`src/rtl/mem_port_arbiter_if.sv`:
```
// Handshake bundle between the IF/MEM request ports, the arbiter and the shared memory.
// slave is the arbiter's view; master is the pipeline/memory side's view.
interface mem_port_arbiter_if #(
  parameter int unsigned AddrW = 32,
  parameter int unsigned DataW = 32
);
  logic             if_req;
  logic [AddrW-1:0] if_addr;
  logic [DataW-1:0] if_rdata;
  logic             if_ack;
  logic             if_stall;

  logic             d_req;
  logic             d_we;
  logic [AddrW-1:0] d_addr;
  logic [DataW-1:0] d_wdata;
  logic [DataW-1:0] d_rdata;
  logic             d_ack;
  logic             d_stall;

  logic             m_req;
  logic             m_we;
  logic [AddrW-1:0] m_addr;
  logic [DataW-1:0] m_wdata;
  logic [DataW-1:0] m_rdata;
  logic             m_ready;

  modport slave (
    input  if_req, if_addr, d_req, d_we, d_addr, d_wdata, m_rdata, m_ready,
    output if_rdata, if_ack, if_stall, d_rdata, d_ack, d_stall, m_req, m_we, m_addr, m_wdata
  );

  modport master (
    output if_req, if_addr, d_req, d_we, d_addr, d_wdata, m_rdata, m_ready,
    input  if_rdata, if_ack, if_stall, d_rdata, d_ack, d_stall, m_req, m_we, m_addr, m_wdata
  );
endinterface

```
`src/rtl/mem_port_arbiter.sv`:
```
// Shares one single-ported memory between the fetch port and the data port, one transaction
// at a time, with a watchdog that forces completion when the memory never answers.
module mem_port_arbiter #(
  parameter int unsigned AddrW   = 32,
  parameter int unsigned DataW   = 32,
  parameter int unsigned Timeout = 15
) (
  input  logic              clk_i,
  input  logic              rst_ni,
  mem_port_arbiter_if.slave bus_io,
  output logic              bus_err_o
);

  localparam int unsigned    CntW    = (Timeout > 1) ? $clog2(Timeout) : 1;
  localparam logic [CntW-1:0] CntLast = CntW'(Timeout - 1);

  typedef enum logic [1:0] {StIdle, StBusyI, StBusyD} state_e;

  state_e           state_q, state_d;
  logic             last_d_q, last_d_d;  // data port won the most recent grant
  logic [CntW-1:0]  wait_cnt_q, wait_cnt_d;
  logic             m_req_q, m_req_d;
  logic             m_we_q, m_we_d;
  logic [AddrW-1:0] m_addr_q, m_addr_d;
  logic [DataW-1:0] m_wdata_q, m_wdata_d;
  logic [DataW-1:0] if_rdata_q, if_rdata_d;
  logic [DataW-1:0] d_rdata_q, d_rdata_d;
  logic             if_ack_q, if_ack_d;
  logic             d_ack_q, d_ack_d;
  logic             bus_err_q, bus_err_d;
  logic             i_pend, d_pend;

  always_comb begin
    state_d    = state_q;
    last_d_d   = last_d_q;
    wait_cnt_d = wait_cnt_q;
    m_req_d    = m_req_q;
    m_we_d     = m_we_q;
    m_addr_d   = m_addr_q;
    m_wdata_d  = m_wdata_q;
    if_rdata_d = if_rdata_q;
    d_rdata_d  = d_rdata_q;
    if_ack_d   = 1'b0;
    d_ack_d    = 1'b0;
    bus_err_d  = bus_err_q;
    // A request seen in its own ack cycle is the one just served, not a new one.
    i_pend     = bus_io.if_req & ~if_ack_q;
    d_pend     = bus_io.d_req & ~d_ack_q;

    unique case (state_q)
      StIdle: begin
        if (d_pend && (!i_pend || !last_d_q)) begin
          state_d    = StBusyD;
          last_d_d   = 1'b1;
          wait_cnt_d = '0;
          m_req_d    = 1'b1;
          m_we_d     = bus_io.d_we;
          m_addr_d   = bus_io.d_addr;
          m_wdata_d  = bus_io.d_wdata;
        end else if (i_pend) begin
          state_d    = StBusyI;
          last_d_d   = 1'b0;
          wait_cnt_d = '0;
          m_req_d    = 1'b1;
          m_we_d     = 1'b0;
          m_addr_d   = bus_io.if_addr;
          m_wdata_d  = '0;
        end
      end
      StBusyI, StBusyD: begin
        if (bus_io.m_ready || (wait_cnt_q == CntLast)) begin
          state_d = StIdle;
          m_req_d = 1'b0;
          m_we_d  = 1'b0;
          if (!bus_io.m_ready) begin
            bus_err_d = 1'b1;
          end
          if (state_q == StBusyI) begin
            if_ack_d   = 1'b1;
            if_rdata_d = bus_io.m_ready ? bus_io.m_rdata : '0;
          end else begin
            d_ack_d = 1'b1;
            if (!m_we_q) begin
              d_rdata_d = bus_io.m_ready ? bus_io.m_rdata : '0;
            end
          end
        end else begin
          wait_cnt_d = wait_cnt_q + CntW'(1);
        end
      end
      default: state_d = StIdle;
    endcase
  end

  always_ff @(posedge clk_i or negedge rst_ni) begin
    if (!rst_ni) begin
      state_q    <= StIdle;
      last_d_q   <= 1'b0;
      wait_cnt_q <= '0;
      m_req_q    <= 1'b0;
      m_we_q     <= 1'b0;
      m_addr_q   <= '0;
      m_wdata_q  <= '0;
      if_rdata_q <= '0;
      d_rdata_q  <= '0;
      if_ack_q   <= 1'b0;
      d_ack_q    <= 1'b0;
      bus_err_q  <= 1'b0;
    end else begin
      state_q    <= state_d;
      last_d_q   <= last_d_d;
      wait_cnt_q <= wait_cnt_d;
      m_req_q    <= m_req_d;
      m_we_q     <= m_we_d;
      m_addr_q   <= m_addr_d;
      m_wdata_q  <= m_wdata_d;
      if_rdata_q <= if_rdata_d;
      d_rdata_q  <= d_rdata_d;
      if_ack_q   <= if_ack_d;
      d_ack_q    <= d_ack_d;
      bus_err_q  <= bus_err_d;
    end
  end

  assign bus_io.m_req    = m_req_q;
  assign bus_io.m_we     = m_we_q;
  assign bus_io.m_addr   = m_addr_q;
  assign bus_io.m_wdata  = m_wdata_q;
  assign bus_io.if_rdata = if_rdata_q;
  assign bus_io.d_rdata  = d_rdata_q;
  assign bus_io.if_ack   = if_ack_q;
  assign bus_io.d_ack    = d_ack_q;
  assign bus_io.if_stall = bus_io.if_req & ~if_ack_q;
  assign bus_io.d_stall  = bus_io.d_req & ~d_ack_q;
  assign bus_err_o       = bus_err_q;

endmodule

```
`src/flat_wrapper.sv`:
```
// flat-port wrapper written by rule: the top's interface ports become plain ports
module mem_port_arbiter_flat 
#(
  parameter int unsigned AddrW   = 32,
  parameter int unsigned DataW   = 32,
  parameter int unsigned Timeout = 15
)
  (clk_i, rst_ni, bus_err_o, bus_io_if_req, bus_io_if_addr, bus_io_d_req, bus_io_d_we, bus_io_d_addr, bus_io_d_wdata, bus_io_m_rdata, bus_io_m_ready, bus_io_if_rdata, bus_io_if_ack, bus_io_if_stall, bus_io_d_rdata, bus_io_d_ack, bus_io_d_stall, bus_io_m_req, bus_io_m_we, bus_io_m_addr, bus_io_m_wdata);
  mem_port_arbiter_if #(.AddrW(AddrW), .DataW(DataW)) bus_io_i ();
  input  logic clk_i;
  input  logic rst_ni;
  output logic bus_err_o;
  input wire logic [$bits(bus_io_i.if_req)-1:0] bus_io_if_req;
  input wire logic [$bits(bus_io_i.if_addr)-1:0] bus_io_if_addr;
  input wire logic [$bits(bus_io_i.d_req)-1:0] bus_io_d_req;
  input wire logic [$bits(bus_io_i.d_we)-1:0] bus_io_d_we;
  input wire logic [$bits(bus_io_i.d_addr)-1:0] bus_io_d_addr;
  input wire logic [$bits(bus_io_i.d_wdata)-1:0] bus_io_d_wdata;
  input wire logic [$bits(bus_io_i.m_rdata)-1:0] bus_io_m_rdata;
  input wire logic [$bits(bus_io_i.m_ready)-1:0] bus_io_m_ready;
  output wire logic [$bits(bus_io_i.if_rdata)-1:0] bus_io_if_rdata;
  output wire logic [$bits(bus_io_i.if_ack)-1:0] bus_io_if_ack;
  output wire logic [$bits(bus_io_i.if_stall)-1:0] bus_io_if_stall;
  output wire logic [$bits(bus_io_i.d_rdata)-1:0] bus_io_d_rdata;
  output wire logic [$bits(bus_io_i.d_ack)-1:0] bus_io_d_ack;
  output wire logic [$bits(bus_io_i.d_stall)-1:0] bus_io_d_stall;
  output wire logic [$bits(bus_io_i.m_req)-1:0] bus_io_m_req;
  output wire logic [$bits(bus_io_i.m_we)-1:0] bus_io_m_we;
  output wire logic [$bits(bus_io_i.m_addr)-1:0] bus_io_m_addr;
  output wire logic [$bits(bus_io_i.m_wdata)-1:0] bus_io_m_wdata;
  assign bus_io_i.if_req = bus_io_if_req;
  assign bus_io_i.if_addr = bus_io_if_addr;
  assign bus_io_i.d_req = bus_io_d_req;
  assign bus_io_i.d_we = bus_io_d_we;
  assign bus_io_i.d_addr = bus_io_d_addr;
  assign bus_io_i.d_wdata = bus_io_d_wdata;
  assign bus_io_i.m_rdata = bus_io_m_rdata;
  assign bus_io_i.m_ready = bus_io_m_ready;
  assign bus_io_if_rdata = bus_io_i.if_rdata;
  assign bus_io_if_ack = bus_io_i.if_ack;
  assign bus_io_if_stall = bus_io_i.if_stall;
  assign bus_io_d_rdata = bus_io_i.d_rdata;
  assign bus_io_d_ack = bus_io_i.d_ack;
  assign bus_io_d_stall = bus_io_i.d_stall;
  assign bus_io_m_req = bus_io_i.m_req;
  assign bus_io_m_we = bus_io_i.m_we;
  assign bus_io_m_addr = bus_io_i.m_addr;
  assign bus_io_m_wdata = bus_io_i.m_wdata;
  mem_port_arbiter #(.AddrW(AddrW), .DataW(DataW), .Timeout(Timeout)) u_core (.clk_i(clk_i), .rst_ni(rst_ni), .bus_io(bus_io_i), .bus_err_o(bus_err_o));
endmodule
```
`config.mk`:
```
export PLATFORM = sky130hd
export DESIGN_NAME = mem_port_arbiter_flat
export DESIGN_NICKNAME = d
export VERILOG_FILES = /design/src/rtl/mem_port_arbiter_if.sv /design/src/rtl/mem_port_arbiter.sv /design/src/flat_wrapper.sv
export SDC_FILE = /design/constraint.sdc
export NUM_CORES = 1
export LEC_CHECK = 0
export ABC_AREA = 1
export CAP_MARGIN = 10
export CORE_MARGIN = 2
export CORE_UTILIZATION = 40
export DETAILED_ROUTE_END_ITERATION = 10
export GPL_ROUTABILITY_DRIVEN = 0
export PLACE_DENSITY = 0.77
export SLEW_MARGIN = 5
export SYNTH_ARGS = -nofsm -noshare
export SYNTH_HDL_FRONTEND = slang
export SYNTH_SLANG_ARGS = --single-unit
export TNS_END_PERCENT = 50
```
`constraint.sdc`:
```
create_clock -name clk_i -period 3.49 [get_ports clk_i]
set_clock_uncertainty 0.15 [all_clocks]
set_input_delay 0.698 -clock clk_i [delete_from_list [all_inputs] [get_ports clk_i]]
set_output_delay 0.698 -clock clk_i [all_outputs]
set_load 0.05 [all_outputs]
```
[Yosys cells after proc, flatten, opt, wreduce, memory -nomap -nowiden]
Cells that the tools add are included.
Cells by class
  $add $sub $neg: 1
  $mul: 0
  divide/modulo/power cells: 0
  $lt $le $gt $ge: 0
  equality and inequality tests: 6
  shifts and indexed selects: 0
  mux-type cells: 27
  bitwise operators: 7
  reduce and logical (&&, ||, !) cells: 16
Operators with widths (count)
  2-to-1 mux 32 bit: 5
  2-to-1 mux 1 bit: 12
  2-to-1 mux 4 bit: 3
  AND reduction 3 bit: 4
  one-hot mux 4 bit (2 select lines): 1
  2-to-1 mux 2 bit: 3
  inverter 1 bit: 5
  adder 4 x 1 -> 4 bit (second input constant): 1
  equality test 4 bit (second input constant): 1
  one-hot mux 1 bit (2 select lines): 2
  one-hot mux 2 bit (2 select lines): 1
  AND reduction 2 bit: 2
  AND reduction 4 bit: 1
  nonzero test 2 bit: 2
  inequality test 3 x 2 -> 1 bit (second input constant): 1
  AND 1 bit: 2
  equality test 2 x 1 -> 1 bit (second input constant): 1
  equality test 2 bit (second input constant): 1
  logical NOT 1 bit: 2
  logical NOT 2 bit: 1
  logical OR 1 bit: 2
  inequality test 2 x 1 -> 1 bit (second input constant): 1
  inequality test 2 bit (second input constant): 1
  OR reduction 2 bit: 1
  logical AND 1 bit: 1
Storage, ports and cells
  register bits: 140
  latch bits: 0
  bits in writable memories: 0
  ROM bits: 0
  bits of input ports: 134
  output and inout port bits: 135
  word-level logic and storage cells: 69
  memories kept: 0

[Depth between registers and ports, before layout]
  word-level depth: 7
  gate-level depth with buffers: 9
  gate-level depth less buffers: 8

[Worst setup path after synthesis]
No wires, ideal clock.
  kind: input to output
  start: input port bus_io_d_req
  end: output port bus_io_d_stall
  arrival time: 1263 ps
  data required time: 2642 ps
  slack: 1379 ps
  cell stages on the path: 3
  buffers on the path: 1
  cell sequence: nand2_1 -> inv_2 -> buf_2
On the way
  word-level cells in the longest chain between the ends: 1
RTL lines
  from (decl): line flat_wrapper.sv:15  | input wire logic [$bits(bus_io_i.d_req)-1:0] bus_io_d_req;
  AND 1 bit: line mem_port_arbiter.sv:134  | assign bus_io.d_stall = bus_io.d_req & ~d_ack_q;
  to (decl): line flat_wrapper.sv:26  | output wire logic [$bits(bus_io_i.d_stall)-1:0] bus_io_d_stall;
No other way between the ends.

[Worst setup path in the final report]
  start: input port bus_io_if_req
  end: output port bus_io_if_stall
On the way
  word-level cells in the longest chain between the ends: 1
RTL lines
  from (decl): line flat_wrapper.sv:13  | input wire logic [$bits(bus_io_i.if_req)-1:0] bus_io_if_req;
  AND 1 bit: line mem_port_arbiter.sv:133  | assign bus_io.if_stall = bus_io.if_req & ~if_ack_q;
  to (decl): line flat_wrapper.sv:23  | output wire logic [$bits(bus_io_i.if_stall)-1:0] bus_io_if_stall;
No other way between the ends.

==> summary.md <==
| Metric | Value |
|---|---|
| Outcome | finished clean |
| Total GRT Usage | 0.232 |
| Crit-path cells | clkdlybuf4s50_1 > inv_1 > nor2_2 > clkdlybuf4s50_1 |
| Sink Count | between 100 and 150 |
| Seq/Total Area, Yosys | 0.558 |
| Yosys top cell by area | dfrtp_1 |
| Pwr per Cell Area | around 1100 nW/um2 |
| Filler instances | approximately 1300 |
| Crit path arrival time | ~2200 ps |
| Routed length per placed instance | about 16 um |
| Bufs and invs on worst path | 3 |
| Final HPWL DP | between 10000 and 15000 um |
| Total number of yosys warnings | 0 |
| Core Area | about 15000 um2 |
| Max clock buf depth | 2 |
| Via count | 5816 |
| Non-Filler Instances | roughly 1200 |
| Commonest non-fill, non-tap cell in the layout | nand2_1 |
| Synth area leaders | dfrtp_1, nand2_1, nand3b_1 |
| Slowest cell on the critical path | clkdlybuf4s50_1 |
| Yosys reg bits | 140 |
| Most used cell, CP | clkdlybuf4s50_1 |
| Cts hold-fix bufs | 0 |
| Met2 wire length | approximately 9400 um |
| First-pass GRT wire length | approximately 30000 um |
| DP Cell Count | ~1200 |
| CP Capture Type | primary output |
| Netlist cell types | 21 |
| Die X-Extent | around 130 um |
| Skew-Pair Late Insertion Delay | between 400 and 500 ps |
| Top sig layer | met4 |
| Minimum clock period | between 2000 and 3000 ps |
| Number of remaining DRC errors | 0 |
| Tightest Pin Transition | between 1000 and 1500 ps |
| Final Max Tran Viols | 0 |
| Clock root buffer | clkbuf_16 |
| Die Ht | between 100 and 150 um |
| Layout cell share with drive strength beyond 1 | 0.0533 |
| Port Buffers | 268 |
| Area grow syn2layout | 54.8% |
| Met3 routed WL | approximately 1200 um |
| Number of global-route vias before repair | between 5000 and 6000 |
| Pre-CTS worst setup slack | 501 ps |
| Syn Nets | approximately 900 |
| Hold WC Path Type | in2async |
| Period utilization | 0.858 |
| Cell leakage power | 4.75 nW |
| Post-CTS Resized | 0 |
| Antenna violations before repair | 0 |
| Worst hold slack | around 150 ps |
| Gate count of the mapped netlist | 746 |
| Most frequent cells in the layout | nand2_1, clkdlybuf4s50_1, dfrtp_1 |
| Pre-antenna DRT Iters | 5 |
| DRT met1 WL | approximately 7900 um |
| Cell Area, Synth | ~6300 um2 |
| Worst vdd ir | 0.491 mV |
| I/O pins | approximately 270 |
| Max FO, Critical Path | 2 |
| Total CTS buffers | 17 |
| Largest net degree at the start of global routing | 82 |
| Setup CP Type | in2out |
| Total of max-cap violations | 0 |
| CP Data Required Time | 2640 ps |
| Die area | 16700 um2 |
| Fin. Hold Viols | 0 |
| GR Overflow Total | 0 |
| Postcts setup bufs | 0 |
| Critical path startpoint category | primary input |
| Slew Limit Headroom | 0.306 |
| Count of final setup violators | 0 |
| Yosys top cell area share | 0.558 |
| Final Net Count | approximately 1100 |
| Final Util | 0.637 |
| FP Rows | 45 |
| ANT nets after route | 0 |
| DRT Wirelength | roughly 19000 um |
| Number of vias per cell | between 4 and 5 |
| Antenna diode count | 0 |
| Clk slew on worst S/H paths | around 60 ps |
| Setup TNS | 0 ps |
| Initial cell density of the core | 0.412 |
| Syn Area/Cell | 8.42 um2 |
| CTS tree | done |
| DR iter-0 viols | 340 |
| Setup slack after layout | 495 ps |
| Crit path max-delay family | buffers and inverters |
| Fmax achieved | around 330 MHz |
| RSZ-0062 raised after global routing | no |
| CP max stage delay | 820 ps |
| H-tree depth | 4 |
registers in the layout (all words and copies together) (netlist names):
| register | flops |
|---|---|
| u_core.bus_err_o | 1 |
| u_core.bus_io.d_ack | 1 |
| u_core.bus_io.d_rdata | 32 |
| u_core.bus_io.if_ack | 1 |
| u_core.bus_io.if_rdata | 32 |
| u_core.bus_io.m_addr | 32 |
| u_core.bus_io.m_req | 1 |
| u_core.bus_io.m_wdata | 32 |
| u_core.bus_io.m_we | 1 |
| u_core.last_d_q | 1 |
| u_core.state_q | 2 |
| u_core.wait_cnt_q | 4 |
logic make-up after synthesis:
kind of cell / share of synthesized area
buffers and inverters: 0.0656
AND/OR/NAND/NOR: 0.331
adder cells (fa/ha/maj): 0.0120
flip-flops: 0.558
AO/OA/AOI/OAI: 0.0335
layer usage:
layer	GRT usage	up-vias
met5	0	-
met4	0.105	0
met3	0.0582	35
met2	0.387	198
met1	0.285	2746
li1	-	2837
worst paths after layout:
kind / cells past startpoint / slack (ps) / startpoint / endpoint
max in group asynchronous: 2 / 2190 / rst_ni / u_core.bus_io.m_wdata[24]
min in group clk_i: 2 / 320 / u_core.bus_io.d_rdata[23] / u_core.bus_io.d_rdata[23]
max reg2reg: 7 / 1240 / u_core.state_q[1] / u_core.bus_io.d_rdata[16]
max: 4 / 500 / bus_io_if_req / bus_io_if_stall
min: 1 / 150 / rst_ni / u_core.bus_io.if_rdata[12]
min reg2reg: 2 / 320 / u_core.bus_io.d_rdata[23] / u_core.bus_io.d_rdata[23]
final cells by class:
cell class	count	area, um2	area share
flip-flops and latches	140	3500	0.360
repair buffers	279	2790	0.287
multi-input cells	514	2370	0.244
clock buffers	25	526	0.0541
well taps	211	264	0.0272
inverters	51	191	0.0197
clock inverters	5	80.1	0.00824
stage by stage:
step	total power [W]	cell area [um2]
2_1_floorplan	0.00652	6280
3_3_place_gp	0.00851	9110
3_5_place_dp	0.00858	9110
4_1_cts	0.0104	9720
5_1_grt	0.0109	9720
6_report	0.0104	9720
cells in the mapped netlist, drive strengths merged:
library cell and n:
ha 6, o21ai 33, dfrtp 140, nand4 1, buf 27, clkbuf 14, nor2 10, a21oi 3
nand3 41, or2 1, o21bai 1, nand2 354, inv 51, nand3b 64
worst register-to-register path, delay by kind of cell (launching register included):
family        cells  cell delay, ps
fa+ha+maj         1             240
flops             1             380
simple gates      4             890
buf+inv           2             470
where the power goes:
part | switching [W] | internal (W)
registers | 0.000387 | 0.00233
clock network | 0.000666 | 0.00118
logic | 0.00404 | 0.00178
(Power assumes the default switching activity.)
